**config.mk**
```make
export PLATFORM = sky130hd
export DESIGN_NAME = cnn_kernel_scheduler
export DESIGN_NICKNAME = d
export VERILOG_FILES = /design/src/rtl/cnn_sched_pkg.sv /design/src/rtl/cnn_sched_watchdog.sv /design/src/rtl/cnn_kernel_scheduler.sv
export SDC_FILE = /design/constraint.sdc
export NUM_CORES = 1
export LEC_CHECK = 0
export CAP_MARGIN = 15
export CORE_ASPECT_RATIO = 2
export CORE_MARGIN = 3
export CORE_UTILIZATION = 56
export CTS_CLUSTER_DIAMETER = 50
export CTS_CLUSTER_SIZE = 20
export DETAILED_ROUTE_END_ITERATION = 8
export PLACE_DENSITY = 0.82
export SLEW_MARGIN = 20
export SYNTH_ARGS = -nofsm -noshare
export SYNTH_HDL_FRONTEND = slang
export SYNTH_SLANG_ARGS = --single-unit
```
**constraint.sdc**
```tcl
create_clock -name ap_clk -period 3.06 [get_ports ap_clk]
set_input_delay 0.612 -clock ap_clk [delete_from_list [all_inputs] [get_ports ap_clk]]
set_output_delay 0.612 -clock ap_clk [all_outputs]
set_load 0.02 [all_outputs]
```
**src/rtl/cnn_sched_pkg.sv**
```systemverilog
// Shared types and constants for the CNN kernel batch scheduler and its stall watchdog.
package cnn_sched_pkg;

    typedef enum logic [1:0] {
        ST_IDLE  = 2'd0,
        ST_RUN   = 2'd1,
        ST_FLUSH = 2'd2
    } sched_state_t;

    localparam int DEF_RST_CYC    = 16;
    localparam int DEF_WDOG_LIMIT = 100000;
    localparam int MAX_INST       = 32;

    // Deadlock signature: kernel not idle, every instance idle or blocked, at least one blocked.
    // Callers pad unused idle bits with 1 and unused block bits with 0.
    function automatic logic deadlock_pattern(
        input logic [MAX_INST-1:0] idle_v,
        input logic [MAX_INST-1:0] block_v,
        input logic                k_idle
    );
        return ~k_idle & (&(idle_v | block_v)) & (|block_v);
    endfunction

endpackage

```
**src/rtl/cnn_sched_watchdog.sv**
```systemverilog
// Stall watchdog: counts consecutive deadlock-pattern cycles without kernel progress.
module cnn_sched_watchdog
    import cnn_sched_pkg::*;
#(
    parameter int NUM_INST   = 6,
    parameter int WDOG_W     = 20,
    parameter int WDOG_LIMIT = DEF_WDOG_LIMIT
) (
    input  logic                ap_clk,
    input  logic                ap_rst,
    input  logic                enable,
    input  logic                clear,
    input  logic                progress,
    input  logic                k_ap_idle,
    input  logic [NUM_INST-1:0] inst_idle_sigs,
    input  logic [NUM_INST-1:0] inst_block_sigs,
    output logic                expire
);

    localparam logic [WDOG_W-1:0] LIMIT_M1 = WDOG_W'(WDOG_LIMIT - 1);
    localparam logic [WDOG_W-1:0] CNT_MAX  = '1;

    logic [MAX_INST-1:0] idle_pad;
    logic [MAX_INST-1:0] block_pad;
    logic [WDOG_W-1:0]   cnt_reg;
    logic [WDOG_W-1:0]   cnt_next;
    logic                pattern;

    generate
        for (genvar gi = 0; gi < MAX_INST; gi++) begin : g_pad
            if (gi < NUM_INST) begin : g_used
                assign idle_pad[gi]  = inst_idle_sigs[gi];
                assign block_pad[gi] = inst_block_sigs[gi];
            end else begin : g_unused
                assign idle_pad[gi]  = 1'b1;
                assign block_pad[gi] = 1'b0;
            end
        end
    endgenerate

    assign pattern = enable & deadlock_pattern(idle_pad, block_pad, k_ap_idle);

    // Fires in the cycle whose increment would bring the count to the limit.
    assign expire = pattern & ~progress & (cnt_reg == LIMIT_M1);

    always_comb begin
        cnt_next = cnt_reg;
        if (clear | ~pattern | progress) begin
            cnt_next = '0;
        end else if (cnt_reg != CNT_MAX) begin
            cnt_next = cnt_reg + 1'b1;
        end
    end

    always_ff @(posedge ap_clk or posedge ap_rst) begin
        if (ap_rst) begin
            cnt_reg <= '0;
        end else begin
            cnt_reg <= cnt_next;
        end
    end

endmodule

```
**src/rtl/cnn_kernel_scheduler.sv**
```systemverilog
// Batch controller driving an ap_ctrl_chain kernel: issues/counts frames, aborts or
// soft-resets the kernel on host request or watchdog stall.
module cnn_kernel_scheduler
    import cnn_sched_pkg::*;
#(
    parameter int NUM_INST    = 6,
    parameter int FRAME_CNT_W = 16,
    parameter int WDOG_W      = 20,
    parameter int WDOG_LIMIT  = DEF_WDOG_LIMIT,
    parameter int RST_CYC     = DEF_RST_CYC
) (
    input  logic                   ap_clk,
    input  logic                   ap_rst,
    input  logic                   cmd_start,
    input  logic                   cmd_abort,
    input  logic [FRAME_CNT_W-1:0] cfg_num_frames,
    output logic                   k_ap_start,
    input  logic                   k_ap_ready,
    input  logic                   k_ap_done,
    input  logic                   k_ap_idle,
    output logic                   k_ap_continue,
    input  logic [NUM_INST-1:0]    inst_idle_sigs,
    input  logic [NUM_INST-1:0]    inst_block_sigs,
    output logic                   busy,
    output logic                   done,
    output logic                   stall,
    output logic                   aborted,
    output logic [FRAME_CNT_W-1:0] frames_issued,
    output logic [FRAME_CNT_W-1:0] frames_done,
    output logic                   kernel_soft_rst
);

    localparam int             RST_W    = $clog2(RST_CYC + 1);
    localparam logic [RST_W-1:0] RST_LAST = RST_W'(RST_CYC - 1);

    sched_state_t           state_reg,   state_next;
    logic [FRAME_CNT_W-1:0] target_reg,  target_next;
    logic [FRAME_CNT_W-1:0] issued_reg,  issued_next;
    logic [FRAME_CNT_W-1:0] fdone_reg,   fdone_next;
    logic [RST_W-1:0]       rst_cnt_reg, rst_cnt_next;
    logic                   done_reg,    done_next;
    logic                   stall_reg,   stall_next;
    logic                   aborted_reg, aborted_next;

    logic in_run;
    logic issue_acc;
    logic done_acc;
    logic final_done;
    logic wdog_expire;

    assign in_run     = (state_reg == ST_RUN);
    assign issue_acc  = k_ap_start & k_ap_ready;
    assign done_acc   = in_run & k_ap_done & (fdone_reg < target_reg);
    assign final_done = done_acc & ((fdone_reg + 1'b1) == target_reg);

    cnn_sched_watchdog #(
        .NUM_INST   (NUM_INST),
        .WDOG_W     (WDOG_W),
        .WDOG_LIMIT (WDOG_LIMIT)
    ) u_watchdog (
        .ap_clk          (ap_clk),
        .ap_rst          (ap_rst),
        .enable          (in_run),
        .clear           (state_next != ST_RUN),
        .progress        (issue_acc | done_acc),
        .k_ap_idle       (k_ap_idle),
        .inst_idle_sigs  (inst_idle_sigs),
        .inst_block_sigs (inst_block_sigs),
        .expire          (wdog_expire)
    );

    always_comb begin
        state_next   = state_reg;
        target_next  = target_reg;
        issued_next  = issued_reg;
        fdone_next   = fdone_reg;
        rst_cnt_next = rst_cnt_reg;
        done_next    = 1'b0;
        stall_next   = stall_reg;
        aborted_next = aborted_reg;
        case (state_reg)
            ST_IDLE: begin
                if (cmd_start) begin
                    stall_next   = 1'b0;
                    aborted_next = 1'b0;
                    if (cfg_num_frames != '0) begin
                        state_next  = ST_RUN;
                        target_next = cfg_num_frames;
                        issued_next = '0;
                        fdone_next  = '0;
                    end else begin
                        done_next = 1'b1;
                    end
                end
            end
            ST_RUN: begin
                if (issue_acc) issued_next = issued_reg + 1'b1;
                if (done_acc)  fdone_next  = fdone_reg + 1'b1;
                // Normal completion outranks a stall, which outranks a host abort.
                if (final_done) begin
                    state_next = ST_IDLE;
                    done_next  = 1'b1;
                end else if (wdog_expire) begin
                    state_next   = ST_FLUSH;
                    stall_next   = 1'b1;
                    rst_cnt_next = '0;
                end else if (cmd_abort) begin
                    state_next   = ST_FLUSH;
                    aborted_next = 1'b1;
                    rst_cnt_next = '0;
                end
            end
            ST_FLUSH: begin
                if (rst_cnt_reg == RST_LAST) begin
                    state_next = ST_IDLE;
                end else begin
                    rst_cnt_next = rst_cnt_reg + 1'b1;
                end
            end
            default: state_next = ST_IDLE;
        endcase
    end

    always_ff @(posedge ap_clk or posedge ap_rst) begin
        if (ap_rst) begin
            state_reg   <= ST_IDLE;
            target_reg  <= '0;
            issued_reg  <= '0;
            fdone_reg   <= '0;
            rst_cnt_reg <= '0;
            done_reg    <= 1'b0;
            stall_reg   <= 1'b0;
            aborted_reg <= 1'b0;
        end else begin
            state_reg   <= state_next;
            target_reg  <= target_next;
            issued_reg  <= issued_next;
            fdone_reg   <= fdone_next;
            rst_cnt_reg <= rst_cnt_next;
            done_reg    <= done_next;
            stall_reg   <= stall_next;
            aborted_reg <= aborted_next;
        end
    end

    assign k_ap_start      = in_run & (issued_reg < target_reg);
    assign k_ap_continue   = (state_reg != ST_IDLE);
    assign busy            = (state_reg != ST_IDLE);
    assign kernel_soft_rst = (state_reg == ST_FLUSH);
    assign done            = done_reg;
    assign stall           = stall_reg;
    assign aborted         = aborted_reg;
    assign frames_issued   = issued_reg;
    assign frames_done     = fdone_reg;

endmodule
```
[Yosys cells after proc, flatten, opt, wreduce, memory -nomap -nowiden]
Cells that the tools add are included.
Storage, ports and cells
  register bits: 78
  latch bits: 0
  bits in writable memories: 0
  ROM bits: 0
  bits of input ports: 35
  output and inout port bits: 39
  word-level logic and storage cells: 95
  memories kept: 0
Cells by class
  $add $sub $neg: 4
  multiply operators: 0
  divide/modulo/power cells: 0
  order comparisons: 2
  eq/ne operators: 17
  shift operators: 0
  muxes and demuxes: 32
  bitwise operators: 17
  reductions and logical operators: 14
Operators by type and width (count)
  16-bit 2-to-1 mux: 4
  16-bit case mux with 2 select lines: 2
  20-bit 2-to-1 mux: 2
  16-bit by 1-bit adder with 16-bit output (second input constant): 2
  16-bit < comparator: 2
  32-bit by 6-bit bitwise OR with 32-bit output: 1
  32-bit AND reduction: 1
  20-bit by 1-bit adder with 20-bit output (second input constant): 1
  20-bit by 17-bit equality test with 1-bit output (second input constant): 1
  5-bit 2-to-1 mux: 4
  20-bit inequality test (second input constant): 1
  16-bit equality test: 1
  4-bit AND reduction: 4
  16-bit nonzero test: 1
  2-bit 2-to-1 mux: 6
  2-bit inequality test (second input constant): 6
  1-bit AND: 10
  5-bit case mux with 2 select lines: 1
  1-bit 2-to-1 mux: 9
  2-bit by 1-bit inequality test with 1-bit output (second input constant): 4
  2-bit nonzero test: 4
  1-bit case mux with 2 select lines: 3
  2-bit case mux with 3 select lines: 1
  6-bit OR reduction: 1
  other kinds (10): 14

[Logic depth before layout (Yosys ltp)]
Gate-level depths: netlist of the first run.
  word-level depth: 14
  mapped depth: 11
  depth with buffers taken out: 10

[Hierarchy]
Synthesis of the first run repeated with hierarchy kept, for this count alone.
Unflattened totals
  cell total of the unflattened synthesis: 589
  area, all modules: 5250.0 um2
By module, submodules not included
  cnn_kernel_scheduler: instances 1, cells each 463, area each 4102.7 um2
  cnn_sched_watchdog: instances 1, cells each 126, area each 1147.4 um2

[Least setup slack after synthesis of the first run]
OpenSTA, ideal clock, no wires.
  path type: register -> register
  start point: register fdone_reg[11], in the netlist frames_done[11]
  end point: register fdone_reg[14], in the netlist frames_done[14]
  library setup time: 0.134 ns
  data arrival time: 2.713 ns
  data required time: 2.926 ns
  path slack: 0.213 ns
  stages on the path, launching flop included: 9
  period minus slack after synthesis: 2.847 ns
  cell sequence: dfrtp_1 -> ha_1 -> a21oi_1 -> o21ai_0 -> a221o_1 -> or3_1 -> or4b_2 -> a21oi_1 -> mux2i_1
Between the ends
  cells in the longest elaborated chain, start to end: 4
  elaborated cells between the ends (all ways): 7
  classes of those cells: add/sub: 1; order compare: 1; eq/ne: 1; mux: 2; bitwise: 1; reduce/logical: 1
Ends and longest elaborated chain
  start: declaration: RTL line cnn_kernel_scheduler.sv:39  | logic [FRAME_CNT_W-1:0] fdone_reg, fdone_next;
  start signal: assignment: RTL line cnn_kernel_scheduler.sv:138  | fdone_reg <= fdone_next;
  16-bit < comparator: RTL line cnn_kernel_scheduler.sv:53  | assign done_acc = in_run & k_ap_done & (fdone_reg < target_reg);
  1-bit AND: RTL line cnn_kernel_scheduler.sv:53
  2-bit by 1-bit inequality test with 1-bit output (no source line)
  4-bit AND reduction (no source line)
Several ways; a longest one is shown, not always the timed one. The select of a mux whose other input is x is not followed.
A chain may end at the register's enable or synchronous reset.

[Final worst setup path of the first run]
  start point: register fdone_reg[1], in the netlist frames_done[1]
  end point: register fdone_reg[14], in the netlist frames_done[14]
Same word-level chain as after synthesis.

==> impl_results.md, run 1 <==
* Status: completed
* Clk_skew at 0.00511 ns
* TritonRoute pass-1 iters at 7
* Top FF cell, synth: dfrtp_1
* Fin util at roughly 74%
* Critical path's largest stage delay at about 0.70 ns
* P per Cell Area at about 660 mW/mm²
* Antenna viol nets, final at 0
* Worst R2R Path Depth at 9
* CTS tree: done
* Unrepaired setup endpoints after global routing: false
* Rows at just under 50
* # Max-Cap Violations at 0
* Number of synthesized register bits at 78
* Worst EP required at between 3 and 4 ns
* Post-synthesis cell area at between 0.005 and 0.006 mm²
* Distinct cells, synth at 66
* Met3 wire len at between 1000 and 1500 µm
* DRC at 0
* Hold Crit Depth at 1
* Async set or reset register ratio after synthesis at 100%
* Commonest cells post-synth: dfrtp_1, nor2_1, nand2_1
* Critical-path top delay cell: or4b_2
* Final max-slew violation count at 0
* Yosys warns at 0
* Hold-fix buffers at CTS at 0
* Ant diodes at 0
* Setup TNS at 0 ns
* I/O pins at between 70 and 80
* Clock Sinks at 78
* Critical path arrival at between 3 and 4 ns
* Total CTS buffers at 9
* Gpl congestion at 0.994
* Critical path peak fanout at 5
* Hold Vio Cnt, Final at 0
* Period utilisation layout at between 90% and 100%
* Initial antenna violation count at 0
* Drt total wl at between 15,000 and 20,000 µm
* Syn nets at 661
* NumNets Final at 770
* Post-CTS setup buffers at 0
* Cells after DPL at ~790
* Initial Util at between 50 and 60%
* Total congestion overflow at 0
* Hold Crit Class: flop to flop
* Vias in the first global route at approximately 5.4k
* Post-synth top area share at between 30% and 40%
* Flip-flop and latch area at just under 0.002 mm²
* First-pass GRT wire length at ~26,000 µm
* Vias post-DR at between 5k and 6k
* Area of the multi-input gates at 0.00309 mm²
* Clock Latency Late Sink at about 0.34 ns
* Final setup vio count at 0
* Crit path kind: flop to flop
* Die height at around 140 µm
* CORE AREA at about 0.0090 mm²
* DIE AREA at approximately 0.011 mm²
* Crit end category: flop
* Routed wl met2 at between 8000 and 9000 µm
* Leakage at ~2.9 nW
* Synth-to-Final Area Change at 28.8%
* Avg WL per Cell at 20.2 µm
* Post-synth EDFFs at 0
* DR vias/cell at roughly 6.4
* Worst-margin pin slew at slightly above 0.7 ns
* VDD IR max at approximately 420 µV
* Slew HR at a little over half
* Final HPWL from detailed placement at approximately 12,000 µm
* Max FFs per register at 20
* Cell with the most instances after synthesis: dfrtp_1
* Top sig layer: met4
* CTS H-tree depth at 3
* Syn Inst Count at between 500 and 600
* Fmax at 0.336 GHz
* First DRT Iteration DRCs at between 300 and 400
* Sequential area share after synthesis at around 38%
* PortBufs at 73
* GRT Util Overall at between 30% and 40%
* WL met1 at about 5400 µm
* Largest net degree at the start of global routing at 35
* Width of the die at roughly 74 µm
* Post-Layout Cell Count at between 800 and 900
* CTS root buf: clkbuf_16
* Startpoint type of the worst setup path: flop
* Crit-path cells: ha_1, nor2b_1, o211ai_1, a2111oi_1, buf_4, or3_1, or4b_2, a21oi_1, mux2i_1
* Synth top area cells: dfrtp_1, ha_1, xor2_1, o21ai_0, nor2_1
* Area leader, netlist: dfrtp_1
* Filler cells at approximately 640
* Synth Area per Inst at between 8 and 9 µm²
* Max clock buf depth at 2
* Post-layout min period at between 2 and 3 ns
* Clock transition at the registers of the reported paths at roughly 0.060 ns
* Share of cells above drive strength 1 at between 10% and 20%
worst max-delay path: cells and delay by family, from the launching register on:
family / cells / cell delay (ns)
AO/OA/AOI/OAI: 3 / 0.60
buffers and inverters: 1 / 0.16
flip-flops: 1 / 0.44
adder cells (fa/ha/maj): 1 / 0.31
multiplexers: 1 / 0.11
AND/OR/NAND/NOR: 3 / 1.24
kinds of logic after synthesis:
| logic type | count (synthesis) | synth area share (%) |
|---|---|---|
| AOI/OAI and AO/OA | 124 | 15.0 |
| xor gates and xnor gates | 47 | 7.92 |
| adders and majority gates | 40 | 9.63 |
| buffers and inverters | 50 | 4.04 |
| DFF | 78 | 37.5 |
| muxes | 5 | 1.01 |
| and+or+nand+nor | 242 | 24.8 |
path summary, 6_finish.rpt:
check                                from                endpoint  slack [ns]
setup / recovery           frames_done[1]         frames_done[14]        0.09
hold / removal             rst_cnt_reg[3]          rst_cnt_reg[3]        0.50
setup reg to reg           frames_done[1]         frames_done[14]        0.09
hold reg to reg            rst_cnt_reg[3]          rst_cnt_reg[3]        0.50
max in group asynchronous          ap_rst            state_reg[0]        1.55
min in group asynchronous          ap_rst  u_watchdog.cnt_reg[17]        0.72
final cells by class:
type                    instances  share of cell area [%]
multi-input cells             458                    46.2
flip-flops and latches         78                    29.1
repair buffers                118                    16.1
clock buffers                  13                    4.04
well taps                     102                    1.91
inverters                      30                    1.68
clock inverters                 3                   0.972
layer usage:
metal	vias up	track usage [%]
met5	-	0
met3	87	6.86
met1	2467	33.6
met2	269	57.9
li1	2331	-
met4	0	20.9
power breakdown:
part	leakage (nW)	internal, mW	switching (mW)	total (mW)
Clock	0.166	0.781	0.431	1.21
Combinational	1.66	0.741	1.13	1.87
Sequential	1.06	1.17	0.133	1.31
Total	2.89	2.70	1.70	4.39
cell usage in the layout, fill, tap and decap left out, types with 4 or more instances in the layout:
cell type / n
ha_1: 40
and4_1: 7
xor2_1: 28
o21ai_0: 44
o211ai_1: 4
nand2b_1: 10
dfrtp_1: 78
buf_4: 44
and3_1: 6
clkdlybuf4s50_1: 72
clkbuf_16: 9
nor2b_1: 6
or3_1: 6
nand3_1: 33
nor2_1: 58
a22o_1: 6
xnor2_1: 19
a21o_1: 4
and2_1: 5
nand4_1: 17
o31ai_1: 4
nand2_1: 52
a21oi_1: 28
nor4_1: 9
inv_1: 27
nor3_1: 10
metrics by stage:
| step | setup WS [ns] | total power [mW] | area [µm²] | hold slack (ns) |
|---|---|---|---|---|
| 6_report | 0.0853 | 4.39 | 6700 | 0.495 |
| 5_1_grt | 0.0238 | 4.61 | 6700 | 0.534 |
| 4_1_cts | 0.0292 | 4.32 | 6670 | 0.484 |
| 3_5_place_dp | 0.0856 | 3.11 | 6320 | 0.473 |
| 3_3_place_gp | 0.147 | 3.04 | 6320 | 0.467 |
| 2_1_floorplan | 0.213 | 2.39 | 5200 | 0.444 |
repair_timing:
action                     4_1_cts  5_1_grt
resized for setup                3       11
pin swaps                        0        1
setup endpoints to repair        1       26
Note: power is estimated with default switching activity, not from simulation.
==> inputs of run 2 (changes only) <==
Settings changed: CORE_UTILIZATION 56 to 50, PLACE_DENSITY 0.82 to 0.74.
==> impl_results.md, run 2 (synthesis gave the netlist of run 1 again) <==
* Crit-path cells: ha_1, a21oi_1, o21ai_0, a221o_1, or3_1, buf_4, and4_4, nor3_1, o211ai_2, buf_12, nor3_4
* Ant diodes at 0
* Crit path kind: flop to flop
* First-pass GRT wire length at around 27,000 µm
* # Max-Cap Violations at 0
* Rows at 52
* Worst r2r dst: u_watchdog.cnt_reg[16]
* Synth-to-Final Area Change at 29.3%
* Hold-fix buffers at CTS at 0
* Crit end category: flop
* R2R setup slack at between 0.09 and 0.1 ns
* Unrepaired setup endpoints after global routing: true
* DRC at 0
* Share of cells above drive strength 1 at 12.8%
* Hold Vio Cnt, Final at 0
* Width of the die at 78.1 µm
* Clock Sinks at roughly 80
* Most frequent cells in the layout: dfrtp_1, clkdlybuf4s50_1, nor2_1
* CTS H-tree depth at 3
* Worst EP required at approximately 3.3 ns
* Drt total wl at ~17,000 µm
* TritonRoute pass-1 iters at 7
* Max clock buf depth at 2
* Max FFs per register at 20
* CTS root buf: clkbuf_16
* NumNets Final at 769
* Total congestion overflow at 0
* Vias post-DR at between 5k and 6k
* Crit path buf inv count at 2
* Clk_skew at approximately 0.0067 ns
* Fmax at approximately 0.34 GHz
* PortBufs at 73
* Critical path's largest stage delay at 0.43 ns
* Worst R2R Path Depth at 11
* CORE AREA at a little over 0.01 mm²
* Critical-path top delay cell: dfrtp_1
* First DRT Iteration DRCs at 347
* DIE AREA at 0.0117 mm²
* Hold Crit Class: flop to flop
* Total CTS buffers at 9
* P per Cell Area at 634 mW/mm²
* Hold worst-path end: rst_cnt_reg[2]
* Initial Util at a little over 50%
* Avg WL per Cell at slightly below 20 µm
* DR vias/cell at 6.08
* Clock transition at the registers of the reported paths at about 0.06 ns
* Post-layout min period at roughly 3 ns
* Critical path peak fanout at 20
* Setup TNS at 0 ns
* Hold Crit Start: rst_cnt_reg[2]
* Final HPWL from detailed placement at between 10,000 and 15,000 µm
* Final setup vio count at 0
* Startpoint type of the worst setup path: flop
* Leakage at around 2.9 nW
* Largest net degree at the start of global routing at 28
* Hold Crit Depth at 1
* Period utilisation layout at between 90% and 100%
* Antenna viol nets, final at 0
* I/O pins at 74
* Filler cells at 845
* VDD IR max at 465 µV
* Gpl congestion at approximately 1.0
* Slew HR at roughly three fifths
* Worst-margin pin slew at roughly 0.58 ns
* GRT Util Overall at approximately 30%
* Worst r2r src: frames_done[9]
* Most common cell after layout, fill and taps aside: dfrtp_1
* Family with the most delay on the worst path: simple AND/OR/NAND/NOR gates
* Fin util at 66.2%
* Critical path arrival at 3.23 ns
* Clock Latency Late Sink at 0.34 ns
* CTS tree: done
* Status: completed
* Initial antenna violation count at 0
* Final max-slew violation count at 0
* Die height at ~150 µm
* Vias in the first global route at ~5.3k
## run 2: layout make-up
cell class / count / area [µm²] / area share [%]
Tap cell: 135 / 169 / 2.51
Multi-Input combinational cell: 458 / 3120 / 46.4
Timing Repair Buffer: 117 / 1080 / 16.1
Inverter: 30 / 113 / 1.67
Clock inverter: 4 / 47.5 / 0.707
Sequential cell: 78 / 1950 / 29.0
Clock buffer: 11 / 243 / 3.61
## run 2: repair_timing
action,4_1_cts,5_1_grt
pin swaps,1,5
endpoints found under the setup margin,25,27
hold endpoints to repair,0,0
buffers inserted,1,3
gates resized for setup,6,15
## run 2: worst reg2reg max path: cells and delay by family (launching register included)
family | cells | cell delay (ns)
and+or+nand+nor | 4 | 0.93
AOI/OAI and AO/OA | 4 | 0.82
DFF | 1 | 0.43
buffers and inverters | 2 | 0.35
adders and majority gates | 1 | 0.34
## run 2: worst max-delay path by stage
| stage | from | to | slack [ns] | cells past startpoint |
|---|---|---|---|---|
| 2_1_floorplan | frames_done[11] | frames_done[14] | 0.21 | 8 |
| 3_3_place_gp | target_reg[13] | k_ap_start | -0.04 | 8 |
| 3_5_place_dp | target_reg[13] | u_watchdog.cnt_reg[2] | -0.13 | 12 |
| 4_1_cts | target_reg[13] | k_ap_start | 0.03 | 8 |
| 5_1_grt | target_reg[15] | rst_cnt_reg[3] | -0.04 | 12 |
| 6_report | frames_done[9] | u_watchdog.cnt_reg[16] | 0.1 | 11 |
## run 2: power breakdown
part / internal, mW / total, mW / leakage (nW) / switching (mW)
Sequential: 1.17 / 1.31 / 1.06 / 0.135
Clock: 0.646 / 1.07 / 0.141 / 0.419
Combinational: 0.732 / 1.89 / 1.66 / 1.16
## run 2: layer usage
layer / global-route usage (%) / part of all wire, %
met5: 0 / 0
met4: 19.7 / 7.5
met3: 5.57 / 4.6
met2: 54.0 / 53
met1: 30.2 / 34
## run 2: per-stage QoR
| stage | instances | hold WS [ns] | area (µm²) | power, mW | setup WS (ns) |
|---|---|---|---|---|---|
| finish | 833 | 0.519 | 6720 | 4.26 | 0.0979 |
| global placement | 814 | 0.469 | 6340 | 3.00 | -0.0380 |
| CTS | 830 | 0.501 | 6660 | 4.18 | 0.0254 |
| global route | 833 | 0.547 | 6720 | 4.51 | -0.0444 |
| floorplan | 586 | 0.444 | 5200 | 2.39 | 0.213 |
| detailed placement | 814 | 0.488 | 6340 | 3.06 | -0.133 |
==> inputs of run 3 (changes only) <==
Settings changed: SYNTH_HIERARCHICAL set to 1.
Clock period 3.06 ns to 3.8 ns, I/O delays scaled along.
==> impl_results.md, run 3 <==
* Status: completed
* Crit-path cells: inv_2, ha_4, a21o_1, a211o_1, a221oi_4, nor2_2, a211oi_2, nand2_1, nand2_1, or4b_4, nor4_2, buf_4, o32a_1, o21ai_1, nand2_1, or4_4, o21bai_1, a31oi_1
* Clock Latency Late Sink at 0.35 ns
* NumNets Final at between 700 and 800
* First-pass GRT wire length at 24,400 µm
* Post-DP Area at about 0.0063 mm²
* Post-synthesis cell area at 0.00525 mm²
* Clock transition at the registers of the reported paths at 0.06 ns
* Vias post-DR at approximately 5k
* Most frequent cells in the layout: dfrtp_1, clkdlybuf4s50_1, nand2_1
* Largest family of logic cells by synthesized area: simple AND/OR/NAND/NOR gates
* Mux contribution to synthesized area at 1.67%
* Initial Util at approximately half
* Cells after DPL at ~810
* Startpoint type of the worst setup path: flop
* Worst EP required at 4.06 ns
* Vias in the first global route at 5,113
* I/O pins at 74
* Final worst slack at ~0.19 ns
* Number of synthesized register bits at 78
* Most common cell after layout, fill and taps aside: dfrtp_1
* Antenna viol nets, final at 0
* PortBufs at 73
* Cell with the most instances after synthesis: dfrtp_1
* Unrepaired setup endpoints after global routing: true
* Leakage at 2.88 nW
* Post-synth EDFFs at 0
* Area leader, netlist: dfrtp_1
* Synth-to-Final Area Change at 27.8%
* Gpl congestion at 0.901
* Sequential area share after synthesis at between 30% and 40%
* Post-layout min period at ~3.6 ns
* Final HPWL from detailed placement at 11,700 µm
* Crit path kind: flop to flop
* Crit path buf inv count at 2
* Synth top area cells: dfrtp_1, ha_1, xnor2_1, nand2_1, o21ai_0
* Ant diodes at 0
* Initial antenna violation count at 0
* Area of the multi-input gates at 0.00314 mm²
* GRT Util Overall at 26.6%
* CTS tree: done
* Syn nets at ~660
* Commonest cells post-synth: dfrtp_1, nand2_1, o21ai_0
* Clk_skew at around 0.010 ns
* Max FFs per register at 20
* Rows at 52
* Share of cells above drive strength 1 at a little under an eighth
* Dpl ws at -0.0114 ns
* Critical path's largest stage delay at 0.43 ns
* Width of the die at roughly 78 µm
* Post-synthesis xor/xnor area fraction at under 10%
* Synth Area per Inst at ~8.9 µm²
* Post-Synth Adder-Cell Area at roughly a tenth
* Total power at 3.70 mW
* Max clock buf depth at 2
* Hold Vio Cnt, Final at 0
* Clock Sinks at between 70 and 80
* Setup TNS at 0 ns
* Avg WL per Cell at roughly 18 µm
* CTS H-tree depth at 3
* Hold-fix buffers at CTS at 0
* # Max-Cap Violations at 0
* Distinct cells, synth at 65
* Period utilisation layout at a little over nine tenths
* CTS root buf: clkbuf_16
* DRC at 0
* Drt total wl at 14,900 µm
* Final setup vio count at 0
* Hold slack at 0.549 ns
* Largest net degree at the start of global routing at 40
* P per Cell Area at around 550 mW/mm²
* Hold Crit Class: flop to flop
* Post-route cell area at 0.00671 mm²
* First DRT Iteration DRCs at roughly 310
* VDD IR max at roughly 280 µV
* Yosys warns at 6
* Fmax at around 0.28 GHz
* Post-Layout Cell Count at 823
* Total congestion overflow at 0
* Slew HR at just over 30%
* Fin util at 65.7%
* Top FF cell, synth: dfrtp_1
* TritonRoute pass-1 iters at 5
* Die height at about 150 µm
* DIE AREA at roughly 0.012 mm²
* Complex-gate fraction of the synthesized area at 16.6%
* Post-synth top area share at 37.2%
* Syn Inst Count at 589
* Flip-flop and latch area at a little under 0.002 mm²
* Most common cell on crit path: nand2_1
* DR vias/cell at roughly 6
* Critical path peak fanout at 3
* Filler cells at ~840
* Critical path arrival at between 3 and 4 ns
* CORE AREA at 0.0102 mm²
* Final max-slew violation count at 0
* Async set or reset register ratio after synthesis at between 90% and 100%
* Family with the most delay on the worst path: compound AO/OA/AOI/OAI gates
* Total CTS buffers at 9
* Critical-path top delay cell: or4_4
* Post-Synth Simple-Gate Area at about a quarter
* Crit end category: flop
* Worst-margin pin slew at 1.04 ns
[run 3: changes by cell type after synthesis, sizes merged, moves of 3 or more]
cell	delta
xor2	-19
and2	-4
nand2	+9
o221ai	+3
nand3	-10
xnor2	+12
or3	+10
a21o	+9
or4	+3
clkbuf	+4
nor2	-16
[run 3: cell type report]
class,instances,area share (%)
multi-input cells,456,46.7
well taps,135,2.52
clock buffers,12,3.52
inverters,31,1.73
repair buffers,107,14.9
flip-flops and latches,78,29.1
clock inverters,4,1.45
[run 3: routing by layer]
metal  global-route usage [%]  wire length, µm  vias to the layer above  part of all wire (%)
met2                     51.5             8400                      135                    56
met3                     4.40              422                       52                   2.8
met5                        0                0                        -                     0
met4                     14.3              731                        0                   4.9
li1                         -                -                     2319                     -
met1                     26.2             5380                     2365                    36
[run 3: kinds of logic (layout without fill, tap and decap cells)]
family | after synthesis | count (layout)
adder cells (fa/ha/maj) | 40 | 40
flip-flops | 78 | 78
AO/OA/AOI/OAI | 134 | 134
multiplexers | 8 | 8
AND/OR/NAND/NOR | 234 | 234
XOR/XNOR | 40 | 40
buffers and inverters | 55 | 154
[run 3: worst reg2reg max path: stages, from the launching register on]
cell,delay (ns)
dfrtp_1,0.39
inv_2,0.10
ha_4,0.20
a21o_1,0.15
a211o_1,0.30
a221oi_4,0.36
nor2_2,0.08
a211oi_2,0.18
nand2_1,0.09
nand2_1,0.08
or4b_4,0.13
nor4_2,0.04
buf_4,0.15
o32a_1,0.33
o21ai_1,0.11
nand2_1,0.08
or4_4,0.43
o21bai_1,0.18
a31oi_1,0.16
[run 3: report_power, final]
part           internal (mW)  switching (mW)
registers              0.963           0.147
clock network          0.642           0.336
logic                  0.690           0.917
total                   2.30            1.40
[run 3: worst paths after layout]
path	startpoint	to	slack, ns	cells past startpoint
min	aborted	aborted	0.55	2
max reg2reg	target_reg[1]	u_watchdog/cnt_reg[2]	0.19	18
max in group asynchronous	ap_rst	frames_done[2]	2.17	3
max	target_reg[1]	u_watchdog/cnt_reg[2]	0.19	18
min reg2reg	aborted	aborted	0.55	2
min in group asynchronous	ap_rst	u_watchdog/cnt_reg[9]	0.92	2
[run 3: timing repair]
action                                  in CTS  in global routing
resized for setup                            0                  8
setup buffers                                0                  1
endpoints found under the setup margin       0                 25
